$ cat config.mk
export PLATFORM = sky130hd
export DESIGN_NAME = uart_tx_engine_flat
export DESIGN_NICKNAME = d
export VERILOG_FILES = /design/src/rtl/uart_pkg.sv /design/src/rtl/uart_tx_engine_if.sv /design/src/rtl/uart_baud_tick.sv /design/src/rtl/uart_tx_engine.sv /design/src/flat_wrapper.sv
export SDC_FILE = /design/constraint.sdc
export NUM_CORES = 1
export LEC_CHECK = 0
export CAP_MARGIN = 0
export CORE_MARGIN = 1.5
export CORE_UTILIZATION = 56
export CTS_BUF_LIST = sky130_fd_sc_hd__clkbuf_16
export DETAILED_ROUTE_END_ITERATION = 7
export GPL_TIMING_DRIVEN = 0
export MAX_ROUTING_LAYER = met4
export PLACE_DENSITY_LB_ADDON = 0.1
export SLEW_MARGIN = 5
export SYNTH_ARGS = -nofsm -noshare
export SYNTH_HDL_FRONTEND = slang
export SYNTH_SLANG_ARGS = --single-unit
export TNS_END_PERCENT = 100
$ cat constraint.sdc
create_clock -name clk -period 3.9 [get_ports clk]
set_input_delay 0.39 -clock clk [delete_from_list [all_inputs] [get_ports clk]]
set_output_delay 0.39 -clock clk [all_outputs]
set_load 0.05 [all_outputs]
$ cat src/rtl/uart_pkg.sv
// uart_pkg: shared UART state encoding, frame constants and baud divisor clamp.
package uart_pkg;
  localparam int UART_DATA_BITS = 8;
  localparam int UART_MIN_DIV = 2;
  typedef enum logic [2:0] {
    IDLE       = 3'd0,
    FETCH_WAIT = 3'd1,
    FETCH      = 3'd2,
    START      = 3'd3,
    DATA       = 3'd4,
    PARITY     = 3'd5,
    STOP       = 3'd6
  } tx_state_e;
  function automatic logic [15:0] clamp_div(input logic [15:0] div, input int min_div);
    return div < 16'(min_div) ? 16'(min_div) : div;
  endfunction
endpackage

$ cat src/rtl/uart_tx_engine_if.sv
// uart_tx_engine_if: byte FIFO read port; master is the reading engine, slave the FIFO.
interface uart_tx_engine_if;
  logic       fifo_empty;
  logic [7:0] fifo_read_data;
  logic       fifo_read_strobe;
  modport master (input fifo_empty, input fifo_read_data, output fifo_read_strobe);
  modport slave (output fifo_empty, output fifo_read_data, input fifo_read_strobe);
endinterface

$ cat src/rtl/uart_baud_tick.sv
// uart_baud_tick: loadable 16-bit down-counter; bit_end flags the last clock of each bit.
module uart_baud_tick (
  input  logic        clk,
  input  logic        rst,
  input  logic        load,
  input  logic        en,
  input  logic [15:0] reload,
  output logic [15:0] cnt,
  output logic        bit_end
);
  logic [15:0] cnt_q, cnt_d;
  assign cnt = cnt_q;
  assign bit_end = en && cnt_q == 16'd0;
  always_comb cnt_d = (load || bit_end) ? reload : en ? cnt_q - 16'd1 : cnt_q;
  always_ff @(posedge clk) cnt_q <= rst ? 16'd0 : cnt_d;
endmodule

$ cat src/rtl/uart_tx_engine.sv
// uart_tx_engine: drains the byte FIFO and serialises 8-bit LSB-first frames onto tx.
// Define UART_TX_PARITY_EN to add a parity bit (parity_odd input) between data and stop.
module uart_tx_engine
  import uart_pkg::*;
#(
  parameter int MIN_DIV = UART_MIN_DIV,
  parameter int STOP_BITS = 1
) (
  input  logic        clk,
  input  logic        rst,
  input  logic [15:0] baud_div,
  input  logic        cts,
`ifdef UART_TX_PARITY_EN
  input  logic        parity_odd,
`endif
  uart_tx_engine_if.master fifo,
  output logic        tx,
  output logic        busy,
  output logic        frame_done
);
  tx_state_e   state_q, state_d;
  logic [7:0]  shift_q, shift_d;
  logic [2:0]  bit_cnt_q, bit_cnt_d;
  logic [15:0] div_m1_q, div_m1_d;
  logic        tx_q, tx_d, busy_q, busy_d, strobe_q, strobe_d, done_q, done_d;
  logic [15:0] tick_cnt, reload;
  logic        bit_end, tick_en, start_ok, last_stop, par_bit;
`ifdef UART_TX_PARITY_EN
  logic        par_q, par_d;
  assign par_bit = par_q;
  always_comb par_d = state_q == FETCH ? (^fifo.fifo_read_data) ^ parity_odd : par_q;
`else
  assign par_bit = 1'b1;
`endif
  assign start_ok = !fifo.fifo_empty && cts;
  assign tick_en = state_q inside {START, DATA, PARITY, STOP};
  assign last_stop = bit_cnt_q == 3'(STOP_BITS - 1);
  assign reload = state_q == FETCH ? clamp_div(baud_div, MIN_DIV) - 16'd1 : div_m1_q;
  uart_baud_tick u_tick (
    .clk(clk), .rst(rst), .load(state_q == FETCH), .en(tick_en),
    .reload(reload), .cnt(tick_cnt), .bit_end(bit_end)
  );
  always_comb begin
    state_d = state_q;
    shift_d = shift_q;
    bit_cnt_d = bit_cnt_q;
    div_m1_d = div_m1_q;
    done_d = 1'b0;
    case (state_q)
      IDLE:       state_d = start_ok ? FETCH_WAIT : IDLE;
      FETCH_WAIT: state_d = fifo.fifo_empty ? IDLE : FETCH;
      FETCH: begin
        shift_d = fifo.fifo_read_data;
        div_m1_d = reload;
        bit_cnt_d = 3'd0;
        state_d = START;
      end
      START:      state_d = bit_end ? DATA : START;
      DATA: if (bit_end) begin
        shift_d = shift_q >> 1;
        bit_cnt_d = bit_cnt_q + 3'd1;
        if (bit_cnt_q == 3'(UART_DATA_BITS - 1)) begin
          bit_cnt_d = 3'd0;
`ifdef UART_TX_PARITY_EN
          state_d = PARITY;
`else
          state_d = STOP;
`endif
        end
      end
      PARITY:     state_d = bit_end ? STOP : PARITY;
      STOP: begin
        // registered pulse must land on the final stop clock, so fire one count early
        done_d = last_stop && tick_cnt == 16'd1;
        if (bit_end) begin
          if (last_stop) state_d = start_ok ? FETCH_WAIT : IDLE;
          else bit_cnt_d = bit_cnt_q + 3'd1;
        end
      end
      default:    state_d = IDLE;
    endcase
  end
  assign tx_d = state_d == START ? 1'b0 : state_d == DATA ? shift_d[0] :
                state_d == PARITY ? par_bit : 1'b1;
  assign busy_d = state_d != IDLE;
  assign strobe_d = state_d == FETCH;
  always_ff @(posedge clk) begin
    if (rst) begin
      state_q <= IDLE;
      shift_q <= 8'd0;
      bit_cnt_q <= 3'd0;
      div_m1_q <= 16'd0;
      tx_q <= 1'b1;
      busy_q <= 1'b0;
      strobe_q <= 1'b0;
      done_q <= 1'b0;
`ifdef UART_TX_PARITY_EN
      par_q <= 1'b0;
`endif
    end else begin
      state_q <= state_d;
      shift_q <= shift_d;
      bit_cnt_q <= bit_cnt_d;
      div_m1_q <= div_m1_d;
      tx_q <= tx_d;
      busy_q <= busy_d;
      strobe_q <= strobe_d;
      done_q <= done_d;
`ifdef UART_TX_PARITY_EN
      par_q <= par_d;
`endif
    end
  end
  assign tx = tx_q;
  assign busy = busy_q;
  assign frame_done = done_q;
  assign fifo.fifo_read_strobe = strobe_q;
endmodule
$ cat src/flat_wrapper.sv
// flat-port wrapper written by rule: the top's interface ports become plain ports
module uart_tx_engine_flat import uart_pkg::*;
#(
  parameter int MIN_DIV = UART_MIN_DIV,
  parameter int STOP_BITS = 1
)
  (clk, rst, baud_div, cts, tx, busy, frame_done, fifo_fifo_empty, fifo_fifo_read_data, fifo_fifo_read_strobe);
  uart_tx_engine_if fifo_i ();
  input  logic clk;
  input  logic rst;
  input  logic [15:0] baud_div;
  input  logic cts;
  output logic tx;
  output logic busy;
  output logic frame_done;
  input wire logic [$bits(fifo_i.fifo_empty)-1:0] fifo_fifo_empty;
  input wire logic [$bits(fifo_i.fifo_read_data)-1:0] fifo_fifo_read_data;
  output wire logic [$bits(fifo_i.fifo_read_strobe)-1:0] fifo_fifo_read_strobe;
  assign fifo_i.fifo_empty = fifo_fifo_empty;
  assign fifo_i.fifo_read_data = fifo_fifo_read_data;
  assign fifo_fifo_read_strobe = fifo_i.fifo_read_strobe;
  uart_tx_engine #(.MIN_DIV(MIN_DIV), .STOP_BITS(STOP_BITS)) u_core (.clk(clk), .rst(rst), .baud_div(baud_div), .cts(cts), .fifo(fifo_i), .tx(tx), .busy(busy), .frame_done(frame_done));
endmodule
==> run summary <==
kind of critical path: input port to flop
critical path data required time: 4130 ps
RSZ-0062 raised after global routing: false
post-CTS setup buffers: 0
IR Drop Worst-Case VDD: 0.2983 mV
post-synthesis mux area share: 0.02178
cts repair resizes: 0
CP Capture Type: flop
worst skew pair latency: 290 ps
Max Clock Skew: 3.442 ps
outcome: complete, no violations
main combinational cell family by area after synthesis: simple AND/OR/NAND/NOR gates
GRT Total Usage: 0.2744
# diodes: 0
setup slack after layout: 449.5 ps
vias per cell: 5.747
Fmax achieved: 289.8 MHz
Starting Density: 0.5882
Crit path largest cell delay: 570 ps
total routed wirelength: 6747 µm
TritonCTS clock tree: done
DRT iter0 DRCs: 176
global-route wire length before repair: 11030 µm
# clock sinks: 50
number of synthesized flops with an enable pin: 0
post-route insts no fill: 442
HPWL Detailed: 4987 µm
Routed wire per std cell: 15.26 µm
synthesized area: 2815 µm²
Mapped Cells: 337
Sum Neg Setup Slack: 0 ps
Clock Pin Slew Worst Setup and Hold Paths: 60 ps
minimum clock period: 3450 ps
DIE WIDTH: 73.90 µm
CP Buf/Inv Count: 1
worst slew pin tran: 572.6 ps
Max FO, Critical Path: 5
Critical Path Source: baud_div[8]
vias in the first global route: 2329
DRT antenna net count: 0
Std-Cell Rows: 25
final hold violation count: 0
area of the die: 5461 µm²
Async S/R FF share, synth: 0
remaining global-route overflow: 0
PD cells: 391.1 nW/µm²
CTS buffer count: 5
syn avg cell area: 8.354 µm²
Synth Area in Adders: 0.03111
Syn. warnings: 0
Clock Path Buffers: 2
delay-heaviest family, CP: simple AND/OR/NAND/NOR gates
Min-Delay Path Class: input port to flop
Core ar.: 4786 µm²
most used flip-flop cell after synthesis: dfxtp_1
simple-gate area share of the yosys netlist: 0.2738
CP Launch Type: input port
pre-CTS worst setup slack: 199.5 ps
total power: 1.307 mW
XOR/XNOR Fraction of Synth Area: 0.07156
nets: 409
CTS Root Cell: clkbuf_16
cts hold-fix bufs: 0
critical path, cell by cell: clkdlybuf4s50_1 -> or4_4 -> or4b_4 -> o21ai_2 -> ha_1 -> nand2b_1 -> nor3_1 -> nand3_1 -> xor2_1 -> a211oi_1 -> a21o_1
Die Span Y: 73.90 µm
io pins: 32
slowest stage cell, crit path: or4_4
start of the worst register-to-register path: u_core.u_tick.cnt[0]$_SDFFE_PP0P_
sequential share of the synthesized area: 0.3556
Synth cell types: 62
Synth Area in Compound Gates: 0.1871
final setup violation count: 0
final max-slew violation count: 0
H-tree levels: 2
initial antenna violation count: 0
Yosys reg bits: 50
Area Growth Syn to Fin: 18.67%
Vias: 2540
Final Wtd Congestion: 0.8834
number of port buffers: 30
Max Cap Viol: 0
Post-Place Cells: 434
hold_sp: rst
largest net degree at the start of global routing: 16
First-pass DRT Iterations: 4
Max-slew headroom: 0.6183
syn nets: 372
leak pwr: 1.202 nW
Tcrit/Tclk final: 0.8847
share of post-route cells with drive strength above 1: 0.08800
Critical Path AT: 3680 ps
DRC violation count after routing: 0
==> cell usage after synthesis (all sizes together), types with 3 or more instances <==
cell	instances	share of area
nand2b	7	0.016
a22oi	6	0.016
a21oi	19	0.034
mux2i	5	0.018
buf	8	0.020
nor3	18	0.036
xor2	10	0.031
nor4	7	0.026
or3	4	0.0093
nand2	30	0.043
ha	7	0.031
xnor2	13	0.040
a21o	3	0.0080
nand3	9	0.018
a211oi	16	0.043
clkbuf	13	0.028
or2	3	0.0067
nand4	3	0.0067
and2	4	0.0089
a221oi	3	0.0093
nor2	46	0.061
dfxtp	50	0.36
o21ai	9	0.017
inv	8	0.011
nor2b	4	0.0089
==> cell usage in the layout, fill, tap and decap left out, drive strengths merged, types with 2 or more instances in the layout <==
master	netlist	routed
nor3	18	18
nand2b	7	7
or2	3	3
a221oi	3	3
ha	7	7
a21o	3	3
clkinv	0	2
inv	8	8
mux2i	5	5
o21a	2	2
a211oi	16	16
dfxtp	50	50
nand3	9	9
xor2	10	10
or4b	2	2
a21oi	19	19
clkdlybuf4s50	0	30
buf	8	8
a22oi	6	6
o21ai	9	9
a31oi	2	2
or3	4	4
nor2	46	46
o211a	2	2
or4	2	2
nand4	3	3
a21boi	2	2
clkbuf	13	18
nor4	7	7
nand2	30	30
xnor2	13	13
and3	2	2
nor2b	4	4
o2111ai	2	2
and2	4	4
==> sequential cells by signal (all words and copies together), names as in the netlist <==
signal                        flops
u_core.busy                       1
u_core.bit_cnt_q                  3
u_core.fifo.fifo_read_strobe      1
u_core.div_m1_q                  16
u_core.tx                         1
u_core.frame_done                 1
u_core.state_q                    3
u_core.shift_q                    8
u_core.u_tick.cnt                16
==> cell type report <==
type | instances | area (µm²)
Clock inverter | 3 | 16.27
Sequential cell | 50 | 1001
Clock buffer | 5 | 125.1
Tap cell | 67 | 83.83
Multi-Input combinational cell | 258 | 1648
Buffer | 21 | 136.4
Inverter | 8 | 30.03
Fill cell | 394 | 1445
Timing Repair Buffer | 30 | 300.3
==> final timing paths <==
kind                                   endpoint  slack, ps  cells after the start
max reg2reg                u_core.tx$_SDFF_PP1_       1360                     10
max          u_core.u_tick.cnt[14]$_SDFFE_PP0P_        450                     11
min reg2reg      u_core.shift_q[4]$_SDFFE_PP0P_        460                      2
min             u_core.div_m1_q[0]$_SDFFE_PP0P_        360                      2
==> logic make-up (layout without fill, tap and decap cells) <==
family	count (synthesis)	after routing
and+or+nand+nor	146	146
xor gates and xnor gates	23	23
AOI/OAI and AO/OA	76	76
buffers and inverters	29	67
adders and majority gates	7	7
DFF	50	50
muxes	6	6
==> stage by stage <==
| stage | instance area, µm² | hold WS, ps | util |
|---|---|---|---|
| 3_5_place_dp | 3199 | 448.8 | 0.6685 |
| 6_report | 3341 | 363.7 | 0.6980 |
| 3_3_place_gp | 3199 | 445.3 | 0.6685 |
| 4_1_cts | 3341 | 367.5 | 0.6980 |
| 5_1_grt | 3341 | 370.6 | 0.6980 |
| 2_1_floorplan | 2815 | 436.0 | - |
==> metal layers <==
layer | routed length [µm] | up-vias | global-route usage
li1 | - | 1275 | -
met1 | 3111 | 1183 | 0.3556
met2 | 3156 | 74 | 0.4454
met3 | 397 | 8 | 0.04390
met4 | 80 | 0 | 0.06790
met5 | 0 | - | -
==> report_power, final <==
part	switching [mW]	internal, mW	total (mW)
registers	0.0262	0.545	0.571
clock network	0.189	0.234	0.424
logic	0.179	0.132	0.312
(Power assumes the default switching activity.)
